## src/rtl/sw_pkg.sv

```systemverilog
// Shared widths, input-FSM state type and word-type decoders for the switcher core.
package sw_pkg;
  localparam int SW_DATA_WIDTH    = 65;
  localparam int SW_TOTAL_INPUTS  = 2;
  localparam int SW_TOTAL_OUTPUTS = 2;
  localparam int SW_DEST_LSB      = 0;
  localparam int SW_DEST_W        = 4;

  typedef enum logic [1:0] {IDLE, REQ, STREAM, DROP} in_state_e;

  // tag = {meta, header-flag}, the two MSBs of a word
  function automatic logic is_header(input logic [1:0] tag);
    return tag == 2'b11;
  endfunction

  function automatic logic is_footer(input logic [1:0] tag);
    return tag == 2'b10;
  endfunction
endpackage

```

## src/rtl/sw_switcher_core_if.sv

```systemverilog
// Bundle of input-buffer read ports and output-buffer write ports; master = switcher core.
interface sw_switcher_core_if import sw_pkg::*; #(
  parameter int DATA_WIDTH    = SW_DATA_WIDTH,
  parameter int TOTAL_INPUTS  = SW_TOTAL_INPUTS,
  parameter int TOTAL_OUTPUTS = SW_TOTAL_OUTPUTS
) ();
  logic [TOTAL_INPUTS-1:0][DATA_WIDTH-1:0]  in_data;
  logic [TOTAL_INPUTS-1:0]                  in_empty;
  logic [TOTAL_INPUTS-1:0]                  in_ren;
  logic [TOTAL_INPUTS-1:0]                  route_err;
  logic [TOTAL_OUTPUTS-1:0][DATA_WIDTH-1:0] out_data;
  logic [TOTAL_OUTPUTS-1:0]                 out_wen;
  logic [TOTAL_OUTPUTS-1:0]                 out_almost_full;

  modport master (
    input  in_data, in_empty, out_almost_full,
    output in_ren, out_data, out_wen, route_err
  );

  modport slave (
    output in_data, in_empty, out_almost_full,
    input  in_ren, out_data, out_wen, route_err
  );
endinterface

```

## src/rtl/sw_rr_arbiter.sv

```systemverilog
// Round-robin arbiter for one output: grant is combinational while unlocked, then held
// (registered owner) until release_i marks the owner's footer pop.
module sw_rr_arbiter import sw_pkg::*; #(
  parameter int N = SW_TOTAL_INPUTS
) (
  input  logic         clock,
  input  logic         reset_n,
  input  logic [N-1:0] req_i,
  input  logic         release_i,
  output logic [N-1:0] gnt_o
);
  localparam int PW = (N > 1) ? $clog2(N) : 1;

  logic [N-1:0]  owner_q, pick;
  logic          locked_q, found;
  logic [PW-1:0] ptr_q, ptr_d;

  // ptr_q is the highest-priority requester; it moves just past each winner
  always_comb begin
    pick  = '0;
    found = 1'b0;
    ptr_d = ptr_q;
    for (int k = 0; k < N; k++) begin
      if (!found && req_i[(int'(ptr_q) + k) % N]) begin
        found = 1'b1;
        pick[(int'(ptr_q) + k) % N] = 1'b1;
        ptr_d = PW'((int'(ptr_q) + k + 1) % N);
      end
    end
  end

  assign gnt_o = locked_q ? owner_q : pick;

  always_ff @(posedge clock or negedge reset_n) begin
    if (!reset_n) begin
      owner_q  <= '0;
      locked_q <= 1'b0;
      ptr_q    <= '0;
    end else if (locked_q) begin
      if (release_i) locked_q <= 1'b0;
    end else if (found) begin
      owner_q  <= pick;
      locked_q <= 1'b1;
      ptr_q    <= ptr_d;
    end
  end
endmodule

```

## src/rtl/sw_switcher_core.sv

```systemverilog
// Event-level crossbar: routes whole header..footer events from FWFT input buffers to the
// output buffer named by the header dest. SW_EVENT_COUNTERS_EN adds evt_count/drop_count.
module sw_switcher_core import sw_pkg::*; #(
  parameter int DATA_WIDTH    = SW_DATA_WIDTH,
  parameter int TOTAL_INPUTS  = SW_TOTAL_INPUTS,
  parameter int TOTAL_OUTPUTS = SW_TOTAL_OUTPUTS,
  parameter int DEST_LSB      = SW_DEST_LSB,
  parameter int DEST_W        = SW_DEST_W
) (
  input  logic clock,
  input  logic reset_n,
  sw_switcher_core_if.master sw
`ifdef SW_EVENT_COUNTERS_EN
  ,
  output logic [TOTAL_OUTPUTS-1:0][31:0] evt_count,
  output logic [TOTAL_INPUTS-1:0][15:0]  drop_count
`endif
);
  localparam int TI = TOTAL_INPUTS;
  localparam int TO = TOTAL_OUTPUTS;
  localparam int DW = DATA_WIDTH;

  in_state_e                 state_q [TI];
  logic [TI-1:0][DEST_W-1:0] dest_q, head_dest;
  logic                      active_q;
  logic [TI-1:0]             avail, hdr, ftr, dest_ok, blk, granted, pop, fwd, drop_start;
  logic [TI-1:0]             route_err_q;
  logic [TO-1:0][TI-1:0]     req, gnt;
  logic [TO-1:0]             rel, out_wen_q, out_wen_d;
  logic [TO-1:0][DW-1:0]     out_data_q, out_data_d;

  always_comb begin
    for (int i = 0; i < TI; i++) begin
      head_dest[i]  = sw.in_data[i][DEST_LSB +: DEST_W];
      avail[i]      = active_q && !sw.in_empty[i];
      hdr[i]        = is_header(sw.in_data[i][DW-1 -: 2]);
      ftr[i]        = is_footer(sw.in_data[i][DW-1 -: 2]);
      dest_ok[i]    = int'(head_dest[i]) < TO;
      drop_start[i] = (state_q[i] == IDLE) && avail[i] && hdr[i] && !dest_ok[i];
      blk[i]        = 1'b0;
      for (int o = 0; o < TO; o++)
        if (dest_q[i] == DEST_W'(o)) blk[i] = sw.out_almost_full[o];
      case (state_q[i])
        IDLE:    pop[i] = avail[i] && !hdr[i];
        STREAM:  pop[i] = avail[i] && !blk[i];
        DROP:    pop[i] = avail[i];
        default: pop[i] = 1'b0;
      endcase
      fwd[i] = (state_q[i] == STREAM) && pop[i];
    end
  end

  always_comb begin
    req = '0;
    for (int o = 0; o < TO; o++)
      for (int i = 0; i < TI; i++)
        req[o][i] = (state_q[i] == REQ) && (dest_q[i] == DEST_W'(o));
  end

  always_comb begin
    granted = '0;
    for (int i = 0; i < TI; i++)
      for (int o = 0; o < TO; o++)
        if (dest_q[i] == DEST_W'(o)) granted[i] = gnt[o][i];
  end

  // Only the locked owner can be streaming into an output, so this OR-mux never collides
  always_comb begin
    rel        = '0;
    out_wen_d  = '0;
    out_data_d = out_data_q;
    for (int o = 0; o < TO; o++)
      for (int i = 0; i < TI; i++)
        if (fwd[i] && dest_q[i] == DEST_W'(o)) begin
          out_wen_d[o]  = 1'b1;
          out_data_d[o] = sw.in_data[i];
          rel[o]        = ftr[i];
        end
  end

  for (genvar o = 0; o < TO; o++) begin : g_arb
    sw_rr_arbiter #(.N(TI)) u_arb (
      .clock     (clock),
      .reset_n   (reset_n),
      .req_i     (req[o]),
      .release_i (rel[o]),
      .gnt_o     (gnt[o])
    );
  end

  // active_q keeps in_ren low while reset is asserted and for the first cycle after release
  always_ff @(posedge clock or negedge reset_n) begin
    if (!reset_n) begin
      active_q    <= 1'b0;
      route_err_q <= '0;
      out_wen_q   <= '0;
      out_data_q  <= '0;
      dest_q      <= '0;
      for (int i = 0; i < TI; i++) state_q[i] <= IDLE;
    end else begin
      active_q    <= 1'b1;
      route_err_q <= drop_start;
      out_wen_q   <= out_wen_d;
      out_data_q  <= out_data_d;
      for (int i = 0; i < TI; i++) begin
        case (state_q[i])
          IDLE: if (avail[i] && hdr[i]) begin
            dest_q[i]  <= head_dest[i];
            state_q[i] <= dest_ok[i] ? REQ : DROP;
          end
          REQ:     if (granted[i]) state_q[i] <= STREAM;
          STREAM:  if (fwd[i] && ftr[i]) state_q[i] <= IDLE;
          DROP:    if (pop[i] && ftr[i]) state_q[i] <= IDLE;
          default: state_q[i] <= IDLE;
        endcase
      end
    end
  end

  assign sw.in_ren    = pop;
  assign sw.out_wen   = out_wen_q;
  assign sw.out_data  = out_data_q;
  assign sw.route_err = route_err_q;

`ifdef SW_EVENT_COUNTERS_EN
  logic [TO-1:0][31:0] evt_q;
  logic [TI-1:0][15:0] drop_q;

  always_ff @(posedge clock or negedge reset_n) begin
    if (!reset_n) begin
      evt_q  <= '0;
      drop_q <= '0;
    end else begin
      for (int o = 0; o < TO; o++)
        if (out_wen_q[o] && is_footer(out_data_q[o][DW-1 -: 2])) evt_q[o] <= evt_q[o] + 32'd1;
      for (int i = 0; i < TI; i++)
        if (drop_start[i] && drop_q[i] != 16'hFFFF) drop_q[i] <= drop_q[i] + 16'd1;
    end
  end

  assign evt_count  = evt_q;
  assign drop_count = drop_q;
`endif
endmodule
```

## src/flat_wrapper.sv

```systemverilog
// flat-port wrapper written by rule: the top's interface ports become plain ports
module sw_switcher_core_flat import sw_pkg::*;
#(
  parameter int DATA_WIDTH    = SW_DATA_WIDTH,
  parameter int TOTAL_INPUTS  = SW_TOTAL_INPUTS,
  parameter int TOTAL_OUTPUTS = SW_TOTAL_OUTPUTS,
  parameter int DEST_LSB      = SW_DEST_LSB,
  parameter int DEST_W        = SW_DEST_W
)
  (clock, reset_n, sw_in_data, sw_in_empty, sw_out_almost_full, sw_in_ren, sw_out_data, sw_out_wen, sw_route_err);
  sw_switcher_core_if #(.DATA_WIDTH(DATA_WIDTH), .TOTAL_INPUTS(TOTAL_INPUTS), .TOTAL_OUTPUTS(TOTAL_OUTPUTS)) sw_i ();
  input  logic clock;
  input  logic reset_n;
  input wire logic [$bits(sw_i.in_data)-1:0] sw_in_data;
  input wire logic [$bits(sw_i.in_empty)-1:0] sw_in_empty;
  input wire logic [$bits(sw_i.out_almost_full)-1:0] sw_out_almost_full;
  output wire logic [$bits(sw_i.in_ren)-1:0] sw_in_ren;
  output wire logic [$bits(sw_i.out_data)-1:0] sw_out_data;
  output wire logic [$bits(sw_i.out_wen)-1:0] sw_out_wen;
  output wire logic [$bits(sw_i.route_err)-1:0] sw_route_err;
  assign sw_i.in_data = sw_in_data;
  assign sw_i.in_empty = sw_in_empty;
  assign sw_i.out_almost_full = sw_out_almost_full;
  assign sw_in_ren = sw_i.in_ren;
  assign sw_out_data = sw_i.out_data;
  assign sw_out_wen = sw_i.out_wen;
  assign sw_route_err = sw_i.route_err;
  sw_switcher_core #(.DATA_WIDTH(DATA_WIDTH), .TOTAL_INPUTS(TOTAL_INPUTS), .TOTAL_OUTPUTS(TOTAL_OUTPUTS), .DEST_LSB(DEST_LSB), .DEST_W(DEST_W)) u_core (.clock(clock), .reset_n(reset_n), .sw(sw_i));
endmodule
```

## config.mk

```make
export PLATFORM = sky130hd
export DESIGN_NAME = sw_switcher_core_flat
export DESIGN_NICKNAME = d
export VERILOG_FILES = /design/src/rtl/sw_pkg.sv /design/src/rtl/sw_switcher_core_if.sv /design/src/rtl/sw_rr_arbiter.sv /design/src/rtl/sw_switcher_core.sv /design/src/flat_wrapper.sv
export SDC_FILE = /design/constraint.sdc
export NUM_CORES = 1
export LEC_CHECK = 0
export ABC_AREA = 1
export CAP_MARGIN = 20
export CORE_ASPECT_RATIO = 1.75
export CORE_MARGIN = 5
export CORE_UTILIZATION = 40
export CTS_BUF_LIST = sky130_fd_sc_hd__clkbuf_8
export DETAILED_ROUTE_END_ITERATION = 12
export GPL_ROUTABILITY_DRIVEN = 0
export PLACE_DENSITY_LB_ADDON = 0.12
export SYNTH_ARGS = -nofsm -noshare
export SYNTH_HDL_FRONTEND = slang
export SYNTH_HIERARCHICAL = 1
export SYNTH_SLANG_ARGS = --single-unit
```

## constraint.sdc

```tcl
create_clock -name clock -period 2.5 [get_ports clock]
set_clock_uncertainty 0.15 [all_clocks]
set_input_delay 0.5 -clock clock [delete_from_list [all_inputs] [get_ports clock]]
set_output_delay 0.5 -clock clock [all_outputs]
set_load 0.05 [all_outputs]
```

After elaboration in Yosys (flattened, before gate mapping)
Index checks and enable logic that the tools add are counted.
{"block": "word_totals", "ff_bits": 155, "word_cells": 187, "output_inout_bits": 136, "input_bits": 136}
{"block": "op_classes", "bitwise_logic": 6, "mux": 72, "n_eq_ne": 20, "reduce_logical": 60, "add_sub_neg": 4, "order_cmp": 10}
{"operator": "65-bit two-way mux", "count": 4}
{"operator": "1-bit two-way mux", "count": 44}
{"operator": "1-bit logical AND", "count": 34}
{"operator": "2-bit two-way mux", "count": 16}
{"operator": "2-bit equality test, second input constant", "count": 8}
{"operator": "2-bit case mux with 4 select lines", "count": 2}
{"operator": "1-bit logical NOT", "count": 10}
{"operator": "4-bit by 1-bit equality test with 1-bit output, second input constant", "count": 2}
{"operator": "4-bit logical NOT", "count": 2}
{"operator": "4-bit by 2-bit < comparator with 1-bit output, second input constant", "count": 2}
{"operator": "2-bit by 1-bit != test with 1-bit output, second input constant", "count": 4}
{"operator": "2-bit != test, second input constant", "count": 4}
{"operator": "2-bit AND reduction", "count": 4}
{"operator": "4-bit AND reduction", "count": 2}
{"operator": "2-bit nonzero test", "count": 4}
{"operator": "2-bit by 3-bit < comparator with 1-bit output, second input constant", "count": 2}
{"operator": "1-bit case mux with 3 select lines", "count": 2}
{"operator": "3-bit AND reduction", "count": 2}
{"operator": "1-bit adder, second input constant", "count": 4}
{"operator": "1-bit demux with 1-bit select", "count": 4}
{"operator": "2-bit by 1-bit equality test with 1-bit output, second input constant", "count": 2}
{"operator": "2-bit by 1-bit >= comparator with 1-bit output, second input constant", "count": 2}
{"operator": "2-bit logical NOT", "count": 2}
{"operator": "1-bit by 2-bit < comparator with 1-bit output, second input constant", "count": 2}
{"operator": "other kinds (4)", "count": 8}

Logic depth before layout (Yosys ltp)
Gate-level depths: netlist (run 1).
{"block": "logic_depth", "word_depth": 13, "mapped_depth": 14, "mapped_depth_nobuf": 14}

Hierarchy
The synthesis (run 1) kept the hierarchy.
{"module": "sw_switcher_core", "area_per_inst_um2": 7930.1, "seq_area_each_um2": 3678.5, "n_inst": 1, "cells_each": 1141}
{"module": "sw_rr_arbiter", "area_per_inst_um2": 205.2, "seq_area_each_um2": 100.1, "n_inst": 2, "cells_each": 26}

Worst setup path after synthesis (run 1)
Ideal clock, no wire load.
{"block": "synth_timing", "path_type": "input port to output port", "start": "input sw_in_empty[0]", "end": "output sw_in_ren[0]", "path_buffers": 0, "arrival_ns": 2.061, "required_ns": 1.850, "path_slack_ns": -0.211, "stages": 4, "cell_sequence": "nor2_1 > nand2_1 > nor2_1 > a21boi_0"}
{"block": "synth_between", "elab_chain_len": 4, "elab_cells_between_ends": 5, "cone_classes": "mux (1); reduce/logical (4)"}
{"element": "start: declaration", "line": "flat_wrapper.sv:15", "rtl": "input wire logic [$bits(sw_i.in_empty)-1:0] sw_in_empty;"}
{"element": "1-bit logical NOT (*)", "line": "sw_switcher_core.sv:35", "rtl": "avail[i] = active_q && !sw.in_empty[i];"}
{"element": "1-bit logical AND (*)", "line": "sw_switcher_core.sv:35"}
{"element": "1-bit logical AND, on equally long branches", "line": "sw_switcher_core.sv:45, sw_switcher_core.sv:44"}
{"element": "1-bit case mux with 3 select lines (*)", "line": "sw_switcher_core.sv:43", "rtl": "case (state_q[i])"}
{"element": "end: declaration", "line": "flat_wrapper.sv:17", "rtl": "output wire logic [$bits(sw_i.in_ren)-1:0] sw_in_ren;"}
Mark *: on every way between the ends. The rest lies on a longest branch, timed or not.

Worst setup path in the final report (run 1)
{"block": "layout_timing", "start": "input sw_in_data[129]", "end": "output sw_in_ren[1]"}
{"block": "layout_between", "elab_chain_len": 4}
{"element": "start: declaration", "line": "flat_wrapper.sv:14", "rtl": "input wire logic [$bits(sw_i.in_data)-1:0] sw_in_data;"}
{"element": "2-bit equality test", "line": "sw_pkg.sv:13", "rtl": "return tag == 2'b11;"}
{"element": "1-bit logical NOT", "line": "sw_switcher_core.sv:44", "rtl": "IDLE: pop[i] = avail[i] && !hdr[i];"}
{"element": "1-bit logical AND", "line": "sw_switcher_core.sv:44"}
{"element": "1-bit case mux with 3 select lines", "line": "sw_switcher_core.sv:43"}
Every way passes these cells.

==> impl_metrics.toml, run 1 <==
[yosys]
ys_warn_count = 6
yosysSeqAreaShare_pct = 46.5
synth_seq_cells = 155
synth_cell_types = 27
avgSynthCellArea_sq_um = 6.99
syn-cell-area_sq_um = 8340
syn_inst = 1193
synth.net_count = 1329

[floorplanning]
pin_count = 272
die_w_um = 119
start_util_pct = 40.2
die_h_um = 201
rows = 70
die-area_sq_um = 24000
core_sq_um = 20800

[pwr]
intPower_mw = 6.97
power_frac_comb_pct = 56.9
power_frac_seq_pct = 28.8
total_power_mw = 13.8
peakVddDrop_mv = 0.567
sw_frac_of_total_pct = 49.6
leakagePower_nw = 6.17
clkPwrFrac_pct = 14.3
p_switching_mw = 6.85
p_per_area_nw_per_um2 = 1160

[route]
route.met2.wl_mm = 15.0
top_layer = "met5"
drt-met1-wl_mm = 11.2
wirelength_mm = 29.4
dr.pass1.iters = 5
antenna_left = 0
vias = 8852
dr_wl_met3_mm = 1.93
drc = 0
wire_per_inst_um = 17.2
drtIter0Drc = 729
viasPerCell = 5.19

[clock_tree]
cts_buffers = 17
clk_latency_ns = 0.46
cts_tree = "yes"
path_clk_slew_ns = 0.08
cts.sinks = 155
h-tree-depth = 4
clockBufferDepth = 2
cts.root.buffer_cell = "clkbuf_8"
cts_setup_buffers = 0

[worst_setup_path]
path_max_fanout = 3
reg2reg_to = "u_core/state_q[2]$_DFFE_PN0P_"
arrival_ns = 1.71
worstPathRequired_ns = 1.85
r2r_slack_ns = 0.46
worstSetupPathType = "in2out"
slowest_delay_ns = 0.51
cpLargestDelayFamily = "buffers and inverters"
start_kind = "input pin"
cp_num_buf_inv = 4
rr_startpoint = "u_core/dest_q[2]$_DFFE_PN0P_"
crit_path_frequent_cell = "nand2_1"
worstSetupStartpoint = "sw_in_data[129]"
slowest_stage = "clkdlybuf4s50_1"
worstRegToRegCells = 14
cp-end-kind = "primary output"
crit_chain = "clkdlybuf4s50_1 > nand2_1 > inv_1 > nand2_1 > nand2_1 > a21oi_2 > buf_4 > buf_12"

[flow_run]
max_cap_violations = 0

[cells_and_area]
final_cell_mix = "574 x nand2_1, 273 x nand3_1, 268 x clkdlybuf4s50_1"
layout_commonest_cell = "nand2_1"
drive_above_1_share_pct = 7.02
area_growth_pct = 43.0
finalNetCount = 1577
diodes = 0

[sta]
slew_headroom_pct = 59.4
setup_viol_count_final = 0
post-route-min-period_ns = 2.36
tns_ns = 0
rsz0062_at_grt = "no"
fin_crit_sh_pct = 94.2
worst_slew_pin_slew_ns = 0.607
final-hold-violation-count = 0
whs_ns = 0.358
maxSlewViolCount = 0
fmax_mhz = 425

[grt]
gr-total-overflow = 0
first_global_vias = 8499
grt_max_degree = 91
grt_usage_pct = 24.3
grt_pass1_wl_mm = 46.6
antenna_found_initial = 1

[placed_design]
portBuffers = 271
dpl.hpwl_mm = 20.7

[worst_hold_path]
hold_path.class = "in2async"

[run_status]
outcome = "complete, no violations"
layout make-up:
class | count | area (sq um)
Multi-Input combinational cell | 921 | 3970
Fill cell | 2003 | 8830
Inverter | 33 | 124
Tap cell | 252 | 315
Sequential cell | 155 | 3880
Clock buffer | 23 | 317
Timing Repair Buffer | 313 | 3230
Clock inverter | 9 | 93.8
sequential cells by signal, indices dropped and copies added, names as in the netlist:
signal                       flops
u_core/sw.out_data             130
u_core/dest_q                    8
u_core/g_arb.u_arb/owner_q       4
u_core/state_q                   4
u_core/g_arb.u_arb/locked_q      2
u_core/g_arb.u_arb/ptr_q         2
u_core/sw.out_wen                2
u_core/sw.route_err              2
u_core/active_q                  1
how the worst max path moves through the flow:
stage                                         end  slack (ns)  cells after the start
2_1_floorplan                        sw_in_ren[0]        0.15                      4
3_3_place_gp    u_core/sw.out_data[7]$_DFFE_PN0P_        0.02                     10
3_5_place_dp   u_core/sw.out_data[33]$_DFFE_PN0P_       -0.02                     10
4_1_cts                              sw_in_ren[1]        0.05                      6
5_1_grt                              sw_in_ren[0]        0.02                      6
6_report                             sw_in_ren[1]        0.14                      8
logic make-up after synthesis:
logic type      synth area share [%]
buf+inv                         6.36
compound gates                  1.13
flops                           46.5
mux                            0.270
simple gates                    45.7
other cells                   0.0450
metal layers:
metal / global-route usage, % / vias to the layer above
li1: - / 4312
met1: 28.4 / 4148
met2: 41.8 / 327
met3: 5.61 / 63
met4: 11.3 / 2
met5: 0 / -
power by group through the flow:
stage / logic [mW] / clock network (mW) / registers, mW
2_1_floorplan: 2.20 / 0 / 6.75
3_3_place_gp: 7.82 / 0 / 4.02
3_5_place_dp: 7.87 / 0 / 4.02
4_1_cts: 7.89 / 2.03 / 3.99
5_1_grt: 8.35 / 2.12 / 4.10
6_report: 7.86 / 1.98 / 3.98
per-stage QoR:
step                      cells  util, %  area, sq um  worst slack, ns
after CTS                  1706     57.4        11900           0.0457
after global routing       1706     57.5        11900           0.0239
after detailed placement   1673     55.4        11500          -0.0208
final                      1706     57.5        11900            0.145
after floorplan            1193        -         8340            0.150
after global placement     1673     55.4        11500           0.0217
cell usage after synthesis:
cell / number / share of area (%)
nor3_1: 3 / 0.18
nand2_4: 2 / 0.27
clkbuf_1: 31 / 1.4
o21ai_0: 2 / 0.12
inv_2: 6 / 0.27
buf_4: 12 / 1.1
nor2_2: 1 / 0.075
buf_2: 37 / 2.2
a31o_2: 1 / 0.11
inv_1: 25 / 1.1
conb_1: 1 / 0.045
nand2_1: 576 / 26
o31ai_1: 1 / 0.090
a21boi_0: 1 / 0.090
clkinv_1: 2 / 0.090
nand4_2: 2 / 0.30
nor3_2: 1 / 0.12
nand2_2: 6 / 0.45
o211ai_1: 2 / 0.18
nor2_1: 29 / 1.3
nand3_1: 273 / 16
buf_1: 4 / 0.18
mux2_2: 2 / 0.27
nand4_1: 8 / 0.60
a21oi_1: 9 / 0.54
nand3b_1: 1 / 0.090
dfrtp_1: 155 / 47
repair_timing:
action                                 4_1_cts  5_1_grt
endpoints found under the hold margin       36        0
setup endpoints to repair                    0        2
resized for setup                            0        4
hold buffers                                 1        0
Note: power is estimated with default switching activity, not from simulation.
==> run 2: changes to the inputs <==
Settings changed: CTS_BUF_LIST sky130_fd_sc_hd__clkbuf_8 to sky130_fd_sc_hd__clkbuf_8 sky130_fd_sc_hd__clkbuf_16.
==> run 2 against run 1 <==
Final cell count unchanged; register-to-register slack worse by 0.02 ns; clock power up 33%; sequential power about the same; die area unchanged; core utilization up 0.90 points; hold slack worse by 0.0060 ns; largest cell class unchanged; highest routed layer unchanged.
==> impl_metrics.toml, run 2 (same netlist as run 1, synthesis figures left out) <==
[route]
antenna_left = 0
wire_per_inst_um = 17.4
viasPerCell = 5.19
wirelength_mm = 29.6
vias = 8860
dr.pass1.iters = 7
drc = 0
drtIter0Drc = 686

[clock_tree]
cts_tree = "yes"
cts.root.buffer_cell = "clkbuf_16"
cts_buffers = 17
path_clk_slew_ns = 0.06
cts.sinks = 155
clk_latency_ns = 0.43
clockBufferDepth = 2
h-tree-depth = 4

[worst_setup_path]
worstSetupPathType = "in2out"
worstPathRequired_ns = 1.85
reg2reg_to = "u_core/state_q[2]$_DFFE_PN0P_"
start_kind = "input pin"
arrival_ns = 1.74
r2r_slack_ns = 0.44
cp-end-kind = "primary output"
worstRegToRegCells = 14
path_max_fanout = 3
rr_startpoint = "u_core/dest_q[2]$_DFFE_PN0P_"

[cells_and_area]
finalNetCount = 1577
drive_above_1_share_pct = 6.95
regArea_sq_um = 3880
layout_commonest_cell = "nand2_1"
largest_reg_flops = 130
area_growth_pct = 45.3
diodes = 0
final_cell_mix = "574 x nand2_1, 273 x nand3_1, 268 x clkdlybuf4s50_1"
fill_cells = 1977
multi_input_area_sq_um = 3970
stdcell_count = 1706

[grt]
grt_pass1_wl_mm = 46.7
grt_usage_pct = 24.4
grt_max_degree = 91
antenna_found_initial = 1
first_global_vias = 8552
gr-total-overflow = 0

[floorplanning]
die_w_um = 119
start_util_pct = 40.2
rows = 70
pin_count = 272
die_h_um = 201
die-area_sq_um = 24000
core_sq_um = 20800

[worst_hold_path]
min_to = "u_core/sw.out_data[21]$_DFFE_PN0P_"
hold_depth = 2
hold_path.class = "reg2reg"
holdCritStartpoint = "u_core/sw.out_data[21]$_DFFE_PN0P_"

[run_status]
outcome = "complete, no violations"

[sta]
post-route-min-period_ns = 2.39
rsz0062_at_grt = "no"
slew_headroom_pct = 59.4
final-hold-violation-count = 0
fin_crit_sh_pct = 95.5
maxSlewViolCount = 0
tns_ns = 0
worst_slew_pin_slew_ns = 0.607
setup_viol_count_final = 0
fmax_mhz = 419

[pwr]
p_per_area_nw_per_um2 = 1200
total_power_mw = 14.5
leakagePower_nw = 6.26
peakVddDrop_mv = 0.594

[placed_design]
portBuffers = 271
dpl.hpwl_mm = 20.7
placedCellCount = 1673

[flow_run]
max_cap_violations = 0
==> run 2: cell types whose count changed in the layout (fill, tap and decap cells not counted) <==
cell / change
a21oi_2: -1
clkbuf_8: -17
clkbuf_16: +17
a21oi_1: +1
==> run 2: worst max-delay path by stage <==
stage | slack, ns | start | end
after global placement | 0.02 | sw_in_empty[0] | u_core/sw.out_data[7]$_DFFE_PN0P_
after CTS | 0.06 | sw_in_empty[0] | sw_in_ren[0]
after detailed placement | -0.02 | sw_in_empty[0] | u_core/sw.out_data[33]$_DFFE_PN0P_
after global routing | 0.02 | sw_in_empty[0] | sw_in_ren[0]
after floorplan | 0.15 | sw_in_empty[0] | sw_in_ren[0]
final | 0.11 | sw_in_data[128] | sw_in_ren[1]
==> run 2: through the flow <==
step / hold WS, ns / instance area [sq um] / utilization (%) / setup slack (ns)
4_1_cts: 0.358 / 12100 / 58.3 / 0.0633
6_report: 0.352 / 12100 / 58.4 / 0.114
5_1_grt: 0.375 / 12100 / 58.4 / 0.0239
2_1_floorplan: 0.0544 / 8340 / - / 0.150
3_3_place_gp: 0.297 / 11500 / 55.4 / 0.0217
3_5_place_dp: 0.300 / 11500 / 55.4 / -0.0208
==> run 2: timing repair <==
item | in CTS | in global routing
buffers inserted | 0 | 0
endpoints found under the hold margin | 36 | 0
hold buffers | 1 | 0
endpoints found under the setup margin | 0 | 2
gates resized for setup | 0 | 3
==> run 2: metal layers <==
| metal | GRT usage [%] | wire [um] |
|---|---|---|
| met5 | 0 | 11 |
| met4 | 11.7 | 1210 |
| met3 | 5.92 | 1980 |
| met2 | 41.7 | 15100 |
| met1 | 28.4 | 11300 |
==> run 2: cell type report <==
type	count	area share, %
clock inverter	9	0.775
sequential	155	32.0
inverter	33	1.02
tap	252	2.60
clock buffer	23	4.19
multi-input combinational	921	32.8
timing repair buffer	313	26.6
==> run 2: where the power goes <==
part / switching (mW) / total (mW) / internal (mW) / leakage, nW
Combinational: 5.35 / 7.86 / 2.51 / 3.95
Clock: 1.03 / 2.64 / 1.61 / 0.309
Sequential: 0.559 / 3.99 / 3.43 / 2.00
==> run 2: worst max-delay path, stage by stage <==
cell and delay, ns:
clkdlybuf4s50_1 0.45, nand2_1 0.13, inv_1 0.05, nand2_1 0.05
nand2_1 0.10, a21oi_1 0.18, buf_4 0.15, buf_12 0.12
